[src/rtl/rv_pkg.sv]
`default_nettype none
// ==========================================================================
// rv_pkg : shared RV32I funct3 codes and LSU state type      Rev 1.0
// ==========================================================================
package rv_pkg;

    localparam logic [2:0] C_F3_LB  = 3'b000;
    localparam logic [2:0] C_F3_LH  = 3'b001;
    localparam logic [2:0] C_F3_LW  = 3'b010;
    localparam logic [2:0] C_F3_LBU = 3'b100;
    localparam logic [2:0] C_F3_LHU = 3'b101;
    localparam logic [2:0] C_F3_SB  = 3'b000;
    localparam logic [2:0] C_F3_SH  = 3'b001;
    localparam logic [2:0] C_F3_SW  = 3'b010;

    typedef enum logic [1:0] {
        LSU_IDLE = 2'd0,
        LSU_BUS  = 2'd1,
        LSU_RESP = 2'd2
    } lsu_state_e;

    // Misaligned or unencodable accesses never reach the bus.
    function automatic logic lsu_illegal(input logic       we,
                                         input logic [2:0] funct3,
                                         input logic [1:0] addr_lo);
        logic w_bad_f3;
        logic w_misal;
        if (we)
            w_bad_f3 = (funct3 > C_F3_SW);
        else
            w_bad_f3 = (funct3 == 3'b011) || (funct3 == 3'b110) || (funct3 == 3'b111);
        w_misal = ((funct3[1:0] == 2'b01) && addr_lo[0]) ||
                  ((funct3[1:0] == 2'b10) && (addr_lo != 2'b00));
        return w_bad_f3 || w_misal;
    endfunction

endpackage
`default_nettype wire

[src/rtl/rv_lsu_if.sv]
`default_nettype none
// ==========================================================================
// rv_lsu_if : Wishbone classic bus between the LSU and memory  Rev 1.0
// ==========================================================================
interface rv_lsu_if;

    logic [31:0] o_wb_adr;
    logic [31:0] o_wb_dat;
    logic [31:0] i_wb_dat;
    logic        o_wb_we;
    logic [3:0]  o_wb_sel;
    logic        o_wb_stb;
    logic        i_wb_ack;
    logic        o_wb_cyc;

    modport master (
        output o_wb_adr, o_wb_dat, o_wb_we, o_wb_sel, o_wb_stb, o_wb_cyc,
        input  i_wb_dat, i_wb_ack
    );

    modport slave (
        input  o_wb_adr, o_wb_dat, o_wb_we, o_wb_sel, o_wb_stb, o_wb_cyc,
        output i_wb_dat, i_wb_ack
    );

endinterface
`default_nettype wire

[src/rtl/rv_lsu_align.sv]
`default_nettype none
// ==========================================================================
// rv_lsu_align : byte-lane select, store replication, load extension Rev 1.0
// ==========================================================================
module rv_lsu_align
    import rv_pkg::*;
(
    input  logic [1:0]  st_size_i,
    input  logic [1:0]  st_addr_i,
    input  logic [31:0] st_wdata_i,
    output logic [3:0]  sel_o,
    output logic [31:0] wdat_o,
    input  logic [2:0]  ld_funct3_i,
    input  logic [1:0]  ld_addr_i,
    input  logic [31:0] ld_rdata_i,
    output logic [31:0] ld_data_o
);

    logic [7:0]  w_byte;
    logic [15:0] w_half;

    always_comb begin
        sel_o  = 4'b1111;
        wdat_o = st_wdata_i;
        case (st_size_i)
            2'b00: begin
                sel_o  = 4'b0001 << st_addr_i;
                wdat_o = {4{st_wdata_i[7:0]}};
            end
            2'b01: begin
                sel_o  = st_addr_i[1] ? 4'b1100 : 4'b0011;
                wdat_o = {2{st_wdata_i[15:0]}};
            end
            default: begin
                sel_o  = 4'b1111;
                wdat_o = st_wdata_i;
            end
        endcase
    end

    always_comb begin
        w_byte = ld_rdata_i[7:0];
        case (ld_addr_i)
            2'b00:   w_byte = ld_rdata_i[7:0];
            2'b01:   w_byte = ld_rdata_i[15:8];
            2'b10:   w_byte = ld_rdata_i[23:16];
            default: w_byte = ld_rdata_i[31:24];
        endcase
        w_half = ld_addr_i[1] ? ld_rdata_i[31:16] : ld_rdata_i[15:0];

        case (ld_funct3_i)
            C_F3_LB:  ld_data_o = {{24{w_byte[7]}}, w_byte};
            C_F3_LH:  ld_data_o = {{16{w_half[15]}}, w_half};
            C_F3_LBU: ld_data_o = {24'h0, w_byte};
            C_F3_LHU: ld_data_o = {16'h0, w_half};
            default:  ld_data_o = ld_rdata_i;
        endcase
    end

endmodule
`default_nettype wire

[src/rtl/rv_lsu.sv]
`default_nettype none
// ==========================================================================
// rv_lsu : RV32I load/store unit, Wishbone classic master      Rev 1.0
// ==========================================================================
module rv_lsu
    import rv_pkg::*;
#(
    parameter int unsigned TIMEOUT_CYCLES = 255
) (
    input  logic        i_clk,
    input  logic        i_reset_n,
    input  logic        i_req_valid,
    output logic        o_req_ready,
    input  logic [31:0] i_addr,
    input  logic [31:0] i_wdata,
    input  logic        i_we,
    input  logic [2:0]  i_funct3,
    output logic        o_rsp_valid,
    output logic [31:0] o_rsp_data,
    output logic        o_rsp_err,
    rv_lsu_if.master    wb
);

    localparam logic [7:0] C_TO_LAST = 8'(TIMEOUT_CYCLES - 1);

    lsu_state_e  state_q, state_d;
    logic [7:0]  cnt_q, cnt_d;
    logic [31:0] adr_q, adr_d;
    logic [31:0] dat_q, dat_d;
    logic [3:0]  sel_q, sel_d;
    logic        we_q, we_d;
    logic        cyc_q, cyc_d;
    logic [2:0]  funct3_q, funct3_d;
    logic [1:0]  alo_q, alo_d;
    logic [31:0] rsp_data_q, rsp_data_d;
    logic        rsp_err_q, rsp_err_d;

    logic        w_illegal;
    logic [3:0]  w_sel;
    logic [31:0] w_wdat;
    logic [31:0] w_ld_data;

    rv_lsu_align u_align (
        .st_size_i   (i_funct3[1:0]),
        .st_addr_i   (i_addr[1:0]),
        .st_wdata_i  (i_wdata),
        .sel_o       (w_sel),
        .wdat_o      (w_wdat),
        .ld_funct3_i (funct3_q),
        .ld_addr_i   (alo_q),
        .ld_rdata_i  (wb.i_wb_dat),
        .ld_data_o   (w_ld_data)
    );

    assign w_illegal = lsu_illegal(i_we, i_funct3, i_addr[1:0]);

    always_comb begin
        state_d    = state_q;
        cnt_d      = cnt_q;
        adr_d      = adr_q;
        dat_d      = dat_q;
        sel_d      = sel_q;
        we_d       = we_q;
        cyc_d      = cyc_q;
        funct3_d   = funct3_q;
        alo_d      = alo_q;
        rsp_data_d = rsp_data_q;
        rsp_err_d  = rsp_err_q;

        case (state_q)
            LSU_IDLE: begin
                if (i_req_valid) begin
                    funct3_d   = i_funct3;
                    alo_d      = i_addr[1:0];
                    rsp_data_d = 32'h0;
                    rsp_err_d  = w_illegal;
                    if (w_illegal) begin
                        state_d = LSU_RESP;
                    end else begin
                        state_d = LSU_BUS;
                        cnt_d   = 8'h0;
                        cyc_d   = 1'b1;
                        adr_d   = {i_addr[31:2], 2'b00};
                        we_d    = i_we;
                        sel_d   = w_sel;
                        dat_d   = w_wdat;
                    end
                end
            end
            LSU_BUS: begin
                // cnt_q counts completed BUS cycles, so this cycle is number cnt_q+1.
                if (wb.i_wb_ack) begin
                    cyc_d      = 1'b0;
                    rsp_data_d = w_ld_data;
                    rsp_err_d  = 1'b0;
                    state_d    = LSU_RESP;
                end else if (cnt_q == C_TO_LAST) begin
                    cyc_d      = 1'b0;
                    rsp_data_d = 32'h0;
                    rsp_err_d  = 1'b1;
                    state_d    = LSU_RESP;
                end else begin
                    cnt_d = cnt_q + 8'd1;
                end
            end
            LSU_RESP: begin
                state_d = LSU_IDLE;
            end
            default: begin
                state_d = LSU_IDLE;
                cyc_d   = 1'b0;
            end
        endcase
    end

    always_ff @(posedge i_clk) begin
        if (!i_reset_n) begin
            state_q    <= LSU_IDLE;
            cnt_q      <= 8'h0;
            adr_q      <= 32'h0;
            dat_q      <= 32'h0;
            sel_q      <= 4'b0000;
            we_q       <= 1'b0;
            cyc_q      <= 1'b0;
            funct3_q   <= 3'b000;
            alo_q      <= 2'b00;
            rsp_data_q <= 32'h0;
            rsp_err_q  <= 1'b0;
        end else begin
            state_q    <= state_d;
            cnt_q      <= cnt_d;
            adr_q      <= adr_d;
            dat_q      <= dat_d;
            sel_q      <= sel_d;
            we_q       <= we_d;
            cyc_q      <= cyc_d;
            funct3_q   <= funct3_d;
            alo_q      <= alo_d;
            rsp_data_q <= rsp_data_d;
            rsp_err_q  <= rsp_err_d;
        end
    end

    assign o_req_ready  = (state_q == LSU_IDLE);
    assign o_rsp_valid  = (state_q == LSU_RESP);
    assign o_rsp_data   = rsp_data_q;
    assign o_rsp_err    = rsp_err_q;

    // Classic single access: strobe and cycle are the same registered signal.
    assign wb.o_wb_cyc  = cyc_q;
    assign wb.o_wb_stb  = cyc_q;
    assign wb.o_wb_adr  = adr_q;
    assign wb.o_wb_dat  = dat_q;
    assign wb.o_wb_sel  = sel_q;
    assign wb.o_wb_we   = we_q;

endmodule
`default_nettype wire

[src/flat_wrapper.sv]
// flat-port wrapper written by rule: the top's interface ports become plain ports
module rv_lsu_flat import rv_pkg::*;
#(
    parameter int unsigned TIMEOUT_CYCLES = 255
)
  (i_clk, i_reset_n, i_req_valid, o_req_ready, i_addr, i_wdata, i_we, i_funct3, o_rsp_valid, o_rsp_data, o_rsp_err, wb_o_wb_adr, wb_o_wb_dat, wb_o_wb_we, wb_o_wb_sel, wb_o_wb_stb, wb_o_wb_cyc, wb_i_wb_dat, wb_i_wb_ack);
  rv_lsu_if wb_i ();
  input  logic i_clk;
  input  logic i_reset_n;
  input  logic i_req_valid;
  output logic o_req_ready;
  input  logic [31:0] i_addr;
  input  logic [31:0] i_wdata;
  input  logic i_we;
  input  logic [2:0] i_funct3;
  output logic o_rsp_valid;
  output logic [31:0] o_rsp_data;
  output logic o_rsp_err;
  output wire logic [$bits(wb_i.o_wb_adr)-1:0] wb_o_wb_adr;
  output wire logic [$bits(wb_i.o_wb_dat)-1:0] wb_o_wb_dat;
  output wire logic [$bits(wb_i.o_wb_we)-1:0] wb_o_wb_we;
  output wire logic [$bits(wb_i.o_wb_sel)-1:0] wb_o_wb_sel;
  output wire logic [$bits(wb_i.o_wb_stb)-1:0] wb_o_wb_stb;
  output wire logic [$bits(wb_i.o_wb_cyc)-1:0] wb_o_wb_cyc;
  input wire logic [$bits(wb_i.i_wb_dat)-1:0] wb_i_wb_dat;
  input wire logic [$bits(wb_i.i_wb_ack)-1:0] wb_i_wb_ack;
  assign wb_o_wb_adr = wb_i.o_wb_adr;
  assign wb_o_wb_dat = wb_i.o_wb_dat;
  assign wb_o_wb_we = wb_i.o_wb_we;
  assign wb_o_wb_sel = wb_i.o_wb_sel;
  assign wb_o_wb_stb = wb_i.o_wb_stb;
  assign wb_o_wb_cyc = wb_i.o_wb_cyc;
  assign wb_i.i_wb_dat = wb_i_wb_dat;
  assign wb_i.i_wb_ack = wb_i_wb_ack;
  rv_lsu #(.TIMEOUT_CYCLES(TIMEOUT_CYCLES)) u_core (.i_clk(i_clk), .i_reset_n(i_reset_n), .i_req_valid(i_req_valid), .o_req_ready(o_req_ready), .i_addr(i_addr), .i_wdata(i_wdata), .i_we(i_we), .i_funct3(i_funct3), .o_rsp_valid(o_rsp_valid), .o_rsp_data(o_rsp_data), .o_rsp_err(o_rsp_err), .wb(wb_i));
endmodule
[config.mk]
export PLATFORM = sky130hd
export DESIGN_NAME = rv_lsu_flat
export DESIGN_NICKNAME = d
export VERILOG_FILES = /design/src/rtl/rv_pkg.sv /design/src/rtl/rv_lsu_if.sv /design/src/rtl/rv_lsu_align.sv /design/src/rtl/rv_lsu.sv /design/src/flat_wrapper.sv
export SDC_FILE = /design/constraint.sdc
export NUM_CORES = 1
export LEC_CHECK = 0
export ABC_AREA = 1
export ABC_CLOCK_PERIOD_IN_PS = 4800
export CORE_MARGIN = 1.5
export CORE_UTILIZATION = 45
export DETAILED_ROUTE_END_ITERATION = 16
export GPL_TIMING_DRIVEN = 0
export PLACE_DENSITY = 0.87
export REMOVE_ABC_BUFFERS = 1
export SKIP_LAST_GASP = 1
export SYNTH_ARGS = -nofsm -noshare
export SYNTH_HDL_FRONTEND = slang
export SYNTH_SLANG_ARGS = --single-unit
export TNS_END_PERCENT = 5
[constraint.sdc]
create_clock -name i_clk -period 4.8 [get_ports i_clk]
set_clock_uncertainty 0.15 [all_clocks]
set_input_delay 0.48 -clock i_clk [delete_from_list [all_inputs] [get_ports i_clk]]
set_output_delay 0.48 -clock i_clk [all_outputs]
set_load 0.02 [all_outputs]
==> Yosys cells after proc, flatten, opt, wreduce, memory -nomap -nowiden <==
Cells that the tools add are included.
{ "word_totals": {"register_bits": 116, "output_inout_bits": 106, "word_cells": 82} }
{ "classes": {"addsub": 1, "magnitude_cmp": 1, "eq_ne": 18, "shift": 1, "muxes": 30, "n_bitwise": 2, "n_reduce_logical": 18} }
{ "op_table": {"columns": ["cell", "n"], "rows": [
  ["case mux 32 bit (2 select lines)", 2],
  ["case mux 32 bit (4 select lines)", 1],
  ["2-to-1 mux 32 bit", 3],
  ["2-to-1 mux 8 bit", 4],
  ["case mux 8 bit (3 select lines)", 1],
  ["2-to-1 mux 16 bit", 1],
  ["case mux 8 bit (2 select lines)", 1],
  ["== test 3 bit, second input constant", 4],
  ["adder 8 x 1 -> 8 bit, second input constant", 1],
  ["== test 8 bit, second input constant", 1],
  ["2-to-1 mux 1 bit", 8],
  ["2-to-1 mux 2 bit", 4],
  ["!= test 2 bit, second input constant", 4],
  ["case mux 4 bit (2 select lines)", 1],
  ["== test 2 x 1 -> 1 bit, second input constant", 3],
  ["== test 2 bit, second input constant", 3],
  ["zero test 2 bit", 3],
  ["AND reduction 3 bit", 2],
  ["AND reduction 5 bit", 1],
  ["logical OR 1 bit", 4],
  ["2-to-1 mux 4 bit", 1],
  ["case mux 2 bit (2 select lines)", 1],
  ["AND reduction 2 bit", 2],
  ["AND reduction 4 bit", 1],
  ["other kinds (11)", 14]
]} }

==> Longest topological paths before layout <==
{ "depth": {"word_depth": 8, "ltp_mapped": 10, "depth_no_buf": 8} }

==> Hierarchy <==
A second synthesis with hierarchy kept.
{ "hier_totals": {"cells_unflattened": 829, "hier_area_um2": 5694.2} }
{ "modules_own_cells": {"columns": ["module", "instances", "cells_each", "area_each_um2"], "rows": [
  ["rv_lsu", 1, 576, 4500.6],
  ["rv_lsu_align", 1, 253, 1193.6]
]} }

==> Worst setup path after synthesis <==
No wires, ideal clock.
{ "synth_timing": {"kind": "in2reg", "startpoint": "input i_funct3[0]", "endpoint": "register u_core.dat_q[11], in the netlist u_core.wb.o_wb_dat[11]", "setup_time_ps": 122, "arrival_ps": 1440, "required_time_ps": 4528, "slack_ps": 3088, "cell_stages": 9, "path_buffers": 3, "path_cell_list": "buf_2 -> nor2_1 -> nand2_1 -> nand2_1 -> nand3_4 -> inv_2 -> buf_4 -> buf_2 -> a21oi_1"} }
{ "synth_via": {"elab_chain_cells": 7, "elab_cells_between_ends": 17, "cone_classes": "order compare: 1; eq/ne: 5; mux: 2; bitwise: 1; reduce/logical: 8"} }
{ "synth_lines": {"columns": ["item", "line", "rtl"], "rows": [
  ["from (decl)", "flat_wrapper.sv:15", "input logic [2:0] i_funct3;"],
  ["branches (longest 7 deep; another with > comparator 3 x 2 -> 1 bit)", null, null],
  ["to (signal assigned)", "rv_lsu.sv:133", "dat_q <= dat_d;"],
  ["to (decl)", "rv_lsu.sv:29", "logic [31:0] dat_q, dat_d;"]
]} }
Several ways; the timed one is not identified.
A chain may end at the register's enable or synchronous reset.

==> Worst setup path after layout <==
{ "layout_timing": {"startpoint": "input i_funct3[1]", "endpoint": "register u_core.sel_q[0], in the netlist u_core.wb.o_wb_sel[0]"} }
{ "layout_via": {"elab_chain_cells": 7, "elab_cells_between_ends": 17, "cone_classes": "order compare: 1; eq/ne: 5; mux: 2; bitwise: 1; reduce/logical: 8"} }
{ "layout_lines": {"columns": ["item", "line", "rtl"], "rows": [
  ["branches (longest 7 deep; another with > comparator 3 x 2 -> 1 bit)", null, null],
  ["to (signal assigned)", "rv_lsu.sv:134", "sel_q <= sel_d;"],
  ["to (decl)", "rv_lsu.sv:30", "logic [3:0] sel_q, sel_d;"]
]} }
Several ways; the timed one is not identified.

==> metrics.cfg <==
[outcome]
status = finished, final reports clean

[timing]
slew_violations = 0
period_needed_ns = 4.13
setup_viol = 0
fmax_ghz = 0.242
worst_pin_slew_ns = 1.21
layout_setup_ws_ns = 0.668
rsz0062_at_grt = no
tns_ns = 0
finalHoldViolCount = 0
period_share_pct = 86.1
relSlewSlack_pct = 19.1

[place]
port_buffers = 207
dp_slack_ns = 0.233
placedCellCount = 1067
place_hpwl_um = 10500
gp_congestion = 0.850

[route]
drcViolationCount = 0
vias = 5722
drt_wl_total_um = 15900
ant_nets = 0
dr.pass1.iters = 5
wl_per_cell_um = 14.4
viasPerCell = 5.21
first_iter_violations = 364

[floorplanning]
die-area_mm2 = 0.0123
die_h_um = 111
design.core.area_mm2 = 0.0114
initial_utilization_pct = 46.0
ios = 210
die_w_um = 111
num_rows = 39

[global_routing]
grt_pass1_vias = 5385
grt_pass1_wl_um = 25800
grt_usage_pct = 25.9
grt_antenna_before_repair = 0
overflow = 0
grt_max_degree = 79

[clock_tree]
holdBufCountCts = 0
cts_buffers = 17
clock_path_buffers = 2
post_cts_buffers = 0
cts_root_buffer = clkbuf_16
clk_latency_ns = 0.41
clock-sinks = 116
h-tree-depth = 4
clkTransAtPathRegs_ns = 0.05
ctsResizeCount = 0
cts_tree = built

[layout]
utilization_pct = 68.9
fillers = 935
drive_above_1_share_pct = 5.13
multi_input_area_mm2 = 0.00248
num_antenna_cells = 0
area_growth_pct = 49.6
stdcell_count = 1099
regArea_mm2 = 0.00232
fin_nets = 1049

[power]
leakage_nw = 3.02
powerDensity_mw_per_mm2 = 346
ir_drop_mv = 0.284
power_mw = 2.71

[worst_setup_path]
worstPathRequired_ns = 4.97
max_stage_delay_ns = 1.15
worstPathMaxFanout = 78
worst-setup-path-type = primary input to flip-flop
critPathArrivalTime_ns = 4.31
start_kind = primary input
end_kind = flip-flop
cp_slowest_cell = inv_2
crit_chain = clkdlybuf4s50_1 -> inv_2 -> nand2_1 -> nand2_1 -> nand3_4 -> inv_2 -> o21ai_0 -> a21oi_1

[synthesis]
synth.avg_cell_area_um2 = 6.86
synthDistinctLibCells = 29
synth-main-ff-cell = dfxtp_1
ys_seq_area_share_pct = 44.4
yosysWarnings = 0
synth_edf_count = 0
synth_cells = 763
synth_area_mm2 = 0.00523
yosys.cell_count.top_type = nand2_1
synthTopCellsByCount = nand2_1 (255), a21oi_1 (133), dfxtp_1 (116)
synth_top_area_share_pct = 44.4
synth.area.top_cells = dfxtp_1 (44%), nand2_1 (18%), a21oi_1 (13%), o21ai_0 (4.6%), nand3_1 (3.3%)
yosysTopAreaCell = dfxtp_1
synth_seq_cells = 116
synth-async-reset-ratio_pct = 0

[hold_path]
min_path_type = flip-flop to flip-flop

[job]
max_cap_viol_count = 0

[cells in the final DEF, fill, tap and decap left out]
master	netlist	routed
inv_4	0	1
o211ai_1	1	1
clkbuf_8	0	4
clkbuf_16	0	17
o21ai_0	48	48
o21ai_4	0	1
nor2_2	2	2
clkdlybuf4s50_1	0	207
buf_16	0	1
or2_2	7	7
a211oi_1	1	1
clkbuf_1	24	7
bufinv_16	0	1
ha_1	2	2
nand2_2	4	4
nand3_1	35	35
nor2_4	1	1
a21oi_1	133	133
inv_2	5	5
nand2_1	255	255
xor2_1	2	2
clkinv_2	0	3
nand3_2	1	1
nor2_1	35	35
nand4_1	15	15
o21bai_1	1	1
inv_1	46	45
dfxtp_1	116	116
o21a_1	1	1
o21ai_1	1	1
nand3_4	1	1
conb_1	1	2
[power by group]
| part | switching [mW] | internal [mW] | total, mW |
|---|---|---|---|
| Sequential | 0.0337 | 1.01 | 1.04 |
| Combinational | 0.276 | 0.213 | 0.489 |
| Clock | 0.416 | 0.764 | 1.18 |
[metrics by stage]
step / instance area (um^2) / hold WS [ns]
2_1_floorplan: 4990 / 0.337
3_3_place_gp: 7240 / 0.300
3_5_place_dp: 7270 / 0.305
4_1_cts: 7820 / 0.312
5_1_grt: 7830 / 0.328
6_report: 7830 / 0.311
[worst max-delay path, delay by kind of cell]
family                 cells  cell delay (ns)
and+or+nand+nor            3             0.78
AOI/OAI and AO/OA          2             0.46
buffers and inverters      3             2.55
[state kept, by name (all words and copies together), names as in the netlist]
register            flops
u_core.o_rsp_data      32
u_core.wb.o_wb_dat     32
u_core.wb.o_wb_adr     30
u_core.cnt_q            8
u_core.wb.o_wb_sel      4
u_core.funct3_q         3
u_core.alo_q            2
u_core.state_q          2
u_core.o_rsp_err        1
u_core.wb.o_wb_cyc      1
u_core.wb.o_wb_we       1
[layout make-up]
class,count,area share (%)
multi-input combinational,549,31.7
clock buffer,28,6.47
sequential,116,29.7
tap,143,2.28
clock inverter,4,0.575
inverter,51,2.48
timing repair buffer,208,26.8
[routing by layer]
metal / wire (um) / GRT usage [%] / up-vias
li1: - / - / 2842
met3: 1690 / 10.8 / 37
met5: 0 / 0 / -
met1: 6400 / 29.7 / 2593
met2: 7320 / 42.1 / 250
met4: 435 / 11.7 / 0
[path summary, 6_finish.rpt]
| kind | start | end | slack (ns) | cells past startpoint |
|---|---|---|---|---|
| hold / removal | u_core.wb.o_wb_adr[7]$_SDFFE_PN0P_ | u_core.wb.o_wb_adr[7]$_SDFFE_PN0P_ | 0.31 | 2 |
| hold reg to reg | u_core.wb.o_wb_adr[7]$_SDFFE_PN0P_ | u_core.wb.o_wb_adr[7]$_SDFFE_PN0P_ | 0.31 | 2 |
| setup / recovery | i_funct3[1] | u_core.wb.o_wb_sel[0]$_SDFFE_PN0P_ | 0.67 | 8 |
| setup reg to reg | u_core.state_q[0]$_SDFFE_PN0P_ | u_core.wb.o_wb_sel[0]$_SDFFE_PN0P_ | 1.59 | 7 |
[kinds of logic (layout without fill, tap and decap cells)]
logic type / Yosys count / after routing / synth area share [%]
AND/OR/NAND/NOR: 356 / 356 / 28.2
other: 1 / 2 / 0.0717
adder cells (fa/ha/maj): 2 / 2 / 0.478
XOR/XNOR: 2 / 2 / 0.335
buffers and inverters: 99 / 291 / 8.37
flip-flops: 116 / 116 / 44.4
AO/OA/AOI/OAI: 187 / 187 / 18.1
(Power assumes the default switching activity.)
